===== src/rtl/mem_bus_pkg.sv =====
// Shared types and constants for the memory/I-O bus controller.
package mem_bus_pkg;

    typedef enum logic [1:0] {
        IDLE = 2'd0,
        WAIT = 2'd1,
        RESP = 2'd2
    } state_t;

    localparam int unsigned CNT_W         = 4;
    localparam int unsigned OFF_GPIO_OUT  = 0;
    localparam int unsigned OFF_GPIO_IN   = 2;
    localparam int unsigned OFF_TIMER     = 4;
    localparam int unsigned OFF_TIMER_CMP = 6;

endpackage


===== src/rtl/mem_bus_io.sv =====
// Memory-mapped I/O register file: GPIO output/input and, with MEM_BUS_TIMER_EN,
// a free-running timer with compare interrupt.
module mem_bus_io
    import mem_bus_pkg::*;
#(
    parameter int unsigned N = 16
) (
    input  logic         clk,
    input  logic         reset,
    input  logic         wr_en,
    input  logic [N-1:0] off,
    input  logic [N-1:0] wdata,
    input  logic [N-1:0] gpio_in,
    output logic [N-1:0] rd_data_c,
    output logic [N-1:0] gpio_out,
    output logic         irq
);

`ifdef MEM_BUS_TIMER_EN
    logic [N-1:0] timer;
    logic [N-1:0] timer_cmp;
`endif

    always_ff @(posedge clk or posedge reset) begin
        if (reset) begin
            gpio_out <= '0;
        end else if (wr_en && (off == N'(OFF_GPIO_OUT))) begin
            gpio_out <= wdata;
        end
    end

    // Read mux; unmapped offsets return zero.
    always_comb begin
        rd_data_c = '0;
        if (off == N'(OFF_GPIO_OUT)) begin
            rd_data_c = gpio_out;
        end else if (off == N'(OFF_GPIO_IN)) begin
            rd_data_c = gpio_in;
        end
`ifdef MEM_BUS_TIMER_EN
        else if (off == N'(OFF_TIMER)) begin
            rd_data_c = timer;
        end else if (off == N'(OFF_TIMER_CMP)) begin
            rd_data_c = timer_cmp;
        end
`endif
    end

`ifdef MEM_BUS_TIMER_EN
    // A compare write clears irq and takes priority over a same-edge match.
    always_ff @(posedge clk or posedge reset) begin
        if (reset) begin
            timer     <= '0;
            timer_cmp <= '0;
            irq       <= 1'b0;
        end else begin
            timer <= timer + N'(1);
            if (wr_en && (off == N'(OFF_TIMER_CMP))) begin
                timer_cmp <= wdata;
                irq       <= 1'b0;
            end else if (timer == timer_cmp) begin
                irq <= 1'b1;
            end
        end
    end
`else
    assign irq = 1'b0;
`endif

endmodule


===== src/rtl/mem_bus_ctrl.sv =====
// CPU bus controller: routes accesses to wait-stated data memory or to I/O registers.
// Timer registers and irq are present only when MEM_BUS_TIMER_EN is defined.
module mem_bus_ctrl
    import mem_bus_pkg::*;
#(
    parameter int unsigned  N           = 16,
    parameter int unsigned  WAIT_STATES = 2,
    parameter logic [N-1:0] IO_BASE     = N'(16'hFF00)
) (
    input  logic         clk,
    input  logic         reset,
    input  logic         req,
    input  logic         we,
    input  logic [N-1:0] addr,
    input  logic [N-1:0] wdata,
    output logic [N-1:0] rdata,
    output logic         ready,
    output logic         err,
    output logic         mem_we,
    output logic [N-1:0] mem_addr,
    output logic [N-1:0] mem_wdata,
    input  logic [N-1:0] mem_rdata,
    input  logic [N-1:0] gpio_in,
    output logic [N-1:0] gpio_out,
    output logic         irq
);

    state_t           state_q;
    state_t           state_d;
    logic [CNT_W-1:0] cnt_q;
    logic [CNT_W-1:0] cnt_d;
    logic             we_q;
    logic             we_d;
    logic [N-1:0]     addr_d;
    logic [N-1:0]     wdata_d;
    logic [N-1:0]     rdata_d;
    logic             ready_d;
    logic             err_d;
    logic             mem_we_d;
    logic             is_io_c;
    logic             io_wr_c;
    logic [N-1:0]     io_off_c;
    logic [N-1:0]     io_rdata_c;

    assign is_io_c  = (addr >= IO_BASE);
    assign io_off_c = addr - IO_BASE;

    mem_bus_io #(.N(N)) u_io (
        .clk       (clk),
        .reset     (reset),
        .wr_en     (io_wr_c),
        .off       (io_off_c),
        .wdata     (wdata),
        .gpio_in   (gpio_in),
        .rd_data_c (io_rdata_c),
        .gpio_out  (gpio_out),
        .irq       (irq)
    );

    always_ff @(posedge clk or posedge reset) begin
        if (reset) begin
            state_q   <= IDLE;
            cnt_q     <= '0;
            we_q      <= 1'b0;
            rdata     <= '0;
            ready     <= 1'b0;
            err       <= 1'b0;
            mem_we    <= 1'b0;
            mem_addr  <= '0;
            mem_wdata <= '0;
        end else begin
            state_q   <= state_d;
            cnt_q     <= cnt_d;
            we_q      <= we_d;
            rdata     <= rdata_d;
            ready     <= ready_d;
            err       <= err_d;
            mem_we    <= mem_we_d;
            mem_addr  <= addr_d;
            mem_wdata <= wdata_d;
        end
    end

    // I/O and misaligned accesses finish on the accept edge; memory waits out the counter.
    always_comb begin
        state_d  = state_q;
        cnt_d    = cnt_q;
        we_d     = we_q;
        addr_d   = mem_addr;
        wdata_d  = mem_wdata;
        rdata_d  = '0;
        ready_d  = 1'b0;
        err_d    = 1'b0;
        mem_we_d = 1'b0;
        io_wr_c  = 1'b0;
        unique case (state_q)
            IDLE: begin
                if (req) begin
                    we_d    = we;
                    addr_d  = addr;
                    wdata_d = wdata;
                    if (addr[0]) begin
                        state_d = RESP;
                        ready_d = 1'b1;
                        err_d   = 1'b1;
                    end else if (is_io_c) begin
                        state_d = RESP;
                        ready_d = 1'b1;
                        io_wr_c = we;
                        rdata_d = we ? '0 : io_rdata_c;
                    end else begin
                        state_d  = WAIT;
                        cnt_d    = CNT_W'(WAIT_STATES - 1);
                        mem_we_d = we && (WAIT_STATES == 1);
                    end
                end
            end
            WAIT: begin
                if (cnt_q == '0) begin
                    state_d = RESP;
                    ready_d = 1'b1;
                    rdata_d = we_q ? '0 : mem_rdata;
                end else begin
                    cnt_d    = cnt_q - CNT_W'(1);
                    mem_we_d = we_q && (cnt_q == CNT_W'(1));
                end
            end
            RESP: begin
                state_d = IDLE;
            end
            default: begin
                state_d = IDLE;
            end
        endcase
    end

endmodule


===== config.mk =====
export PLATFORM = sky130hd
export DESIGN_NAME = mem_bus_ctrl
export DESIGN_NICKNAME = d
export VERILOG_FILES = /design/src/rtl/mem_bus_pkg.sv /design/src/rtl/mem_bus_io.sv /design/src/rtl/mem_bus_ctrl.sv
export SDC_FILE = /design/constraint.sdc
export NUM_CORES = 1
export LEC_CHECK = 0
export BUFFER_PORTS_ARGS = -buffer_cell sky130_fd_sc_hd__buf_2
export CAP_MARGIN = 20
export CORE_MARGIN = 2
export CORE_UTILIZATION = 47
export DETAILED_ROUTE_END_ITERATION = 10
export GPL_TIMING_DRIVEN = 0
export PLACE_DENSITY = 0.77
export SLEW_MARGIN = 25
export SYNTH_ARGS = -nofsm -noshare
export SYNTH_HDL_FRONTEND = slang
export SYNTH_SLANG_ARGS = --single-unit

===== constraint.sdc =====
create_clock -name clk -period 3.1 [get_ports clk]
set_input_delay 0.62 -clock clk [delete_from_list [all_inputs] [get_ports clk]]
set_output_delay 0.62 -clock clk [all_outputs]
set_load 0.005 [all_outputs]

==> flow_summary.ini <==
[final_layout]
instances_no_fill = 502
fillers = 539
nets = 491
utilization_pct = 64.9
stdcell_area_um2 = 4150
area_growth_pct = 32.9
drive_gt1_share_pct = 42.4
n_antenna_cell = 0

[sta]
fin_crit_sh_pct = 72.7
setup_viol = 0
slew_headroom_pct = 51.9
fin_crit_ns = 2.25
worst_pin_slew_ns = 0.722
hold_violations = 0
setup_ws_ns = 0.845
final_max_slew_viol_count = 0
tns_ns = 0
fin_skew_ns = 0.0117
fmax_ghz = 0.444
rsz0062_at_grt = false
whs_ns = 0.301

[place]
dpl_cell_area_um2 = 3910
hpwl_um = 5790
port_buffers = 133
dp.cells = 486
gp_congestion = 0.765
post-place-ws_ns = 0.733

[floorplanning]
coreArea_um2 = 6390
rows = 29
die_y_um = 85.5
die_w_um = 85.5
start_util_pct = 48.9
ios = 136
die_area_um2 = 7310

[drt]
ant_nets = 0
vias = 2504
drtPass1Iterations = 4
drcViolationCount = 0
detail_route.vias_per_cell = 4.99
wl_um = 7710
drt_iter0_drc = 85
routedWlPerCell_um = 15.4

[clock_tree]
clkSinkCount = 74
cts_setup_buffers = 0
cts_resized = 0
holdBufCountCts = 0
cts_buffer_depth = 2
cts_inserted_buffers = 9
htree_levels = 3
clkTransAtPathRegs_ns = 0.08
worstSkewPairLatency_ns = 0.34
cts_tree = done
cts_root_buf = clkbuf_8

[setup_path]
worstRegToRegCells = 7
worst_ep_arrival_time_ns = 2.52
slowest_stage = nor2_1
slowest_delay_ns = 0.49
rr_endpoint = rdata[15]
r2r_start = cnt_q[0]
worstPathMaxFanout = 10
crit_end = rdata[15]
path_cells = inv_1 > ha_1 > or3b_1 > nand2b_1 > nor2_1 > buf_4 > o2bb2ai_2
worstSetupPathType = register to register
required_ns = 3.36
cp-startpoint = cnt_q[0]
regToRegSetupSlack_ns = 0.85
startpoint_type = register
cp-end-kind = register

[synth]
synth_ff_type = dfrtp_1
ys_seq_area_share_pct = 59.3
async_flop_share_pct = 100
synth_warnings = 0
synthesis.nets = 346
yosysUniqueCellTypes = 33
synth.cell_area_um2 = 3120
synth_edf_count = 0
syn_inst = 275
synth_seq_cells = 74
synth.avg_cell_area_um2 = 11.3

[grt]
grt_overflow_total = 0
grt_pass1_vias = 2505
grt_max_degree = 41
track_usage_pct = 21.7
grt_pass1_wl_um = 12200
antenna_found_initial = 0

[power_and_ir_drop]
power_density_nw_per_um2 = 761
p_leak_nw = 2.35
irDropWorstVdd_mv = 0.456
power.total_mw = 3.16

[outcome]
outcome = complete, no violations

[job]
drv_cap = 0

[min_path]
min-delay-path-class = primary input to asynchronous set/reset pin
kinds of logic after synthesis:
group / Yosys count / share of synthesized area, %
other: 1 / 0.120
buffers and inverters: 17 / 2.85
xor gates and xnor gates: 2 / 0.561
and+or+nand+nor: 125 / 17.2
AOI/OAI and AO/OA: 19 / 7.14
muxes: 34 / 11.6
adders and majority gates: 3 / 1.20
DFF: 74 / 59.3
how the worst min path moves through the flow:
stage | end
floorplan | mem_we
global placement | mem_addr[6]
global route | mem_addr[9]
CTS | mem_addr[4]
finish | mem_addr[3]
detailed placement | mem_wdata[14]
flip-flops by register name, summed over array words and instances, names as in the netlist:
signal,cells
err,1
ready,1
mem_addr,16
mem_wdata,16
we_q,1
mem_we,1
u_io.gpio_out,16
state_q,2
rdata,16
cnt_q,4
synth_stat cells (2+ instances only):
cell type / number / area (um2)
nand2_1: 101 / 379
o2bb2ai_2: 10 / 150
mux2_2: 12 / 135
buf_2: 2 / 10.0
nor3_1: 2 / 10.0
nand3_1: 2 / 10.0
mux2_1: 5 / 56.3
mux2i_1: 17 / 170
nor2_1: 6 / 22.5
inv_1: 3 / 11.3
o2bb2ai_1: 6 / 52.6
ha_1: 3 / 37.5
nand2b_1: 2 / 12.5
dfrtp_1: 74 / 1850
nand4_1: 2 / 12.5
xor2_1: 2 / 17.5
clkbuf_1: 6 / 22.5
nor4_1: 2 / 12.5
buf_4: 4 / 30.0
power breakdown:
part,switching (mW),leakage (nW),internal (mW)
registers,0.145,0.969,1.23
clock network,0.361,0.113,0.538
logic,0.485,1.27,0.394
area by class of cell:
| class | instances | area, um2 | area share, % |
|---|---|---|---|
| buffer | 14 | 77.6 | 1.87 |
| clock buffer | 10 | 128 | 3.08 |
| clock inverter | 6 | 114 | 2.75 |
| inverter | 3 | 13.8 | 0.332 |
| multi-input combinational | 184 | 1180 | 28.5 |
| sequential | 74 | 1850 | 44.7 |
| tap | 77 | 96.3 | 2.32 |
| timing repair buffer | 134 | 686 | 16.5 |
routing by layer:
metal  GRT usage, %  part of all wire, %  up-vias
li1               -                    -     1204
met1           28.2                   42     1204
met2           36.2                   51       87
met3           3.11                  5.6        9
met4           9.96                  1.2        0
met5              0                    0        -
worst max-delay path: cells and delay by family, from the launching register on:
kind / cells / cell delay, ns
DFF: 1 / 0.41
and+or+nand+nor: 3 / 1.08
AOI/OAI and AO/OA: 1 / 0.11
adders and majority gates: 1 / 0.15
buffers and inverters: 2 / 0.44
cell usage in the layout, fill, tap and decap left out, types with 2 or more instances in the layout:
cell        netlist  layout
buf_2             2     135
buf_4             4       4
bufinv_16         0       3
clkbuf_1          6       7
clkbuf_8          0       9
clkinvlp_4        0       2
dfrtp_1          74      74
ha_1              3       3
inv_1             3       2
mux2_1            5       5
mux2_2           12      12
mux2i_1          17      17
nand2_1         101     101
nand2b_1          2       2
nand3_1           2       2
nand4_1           2       2
nor2_1            6       6
nor3_1            2       2
nor4_1            2       2
o2bb2ai_1         6       6
o2bb2ai_2        10      10
xor2_1            2       2
(Power assumes the default switching activity.)
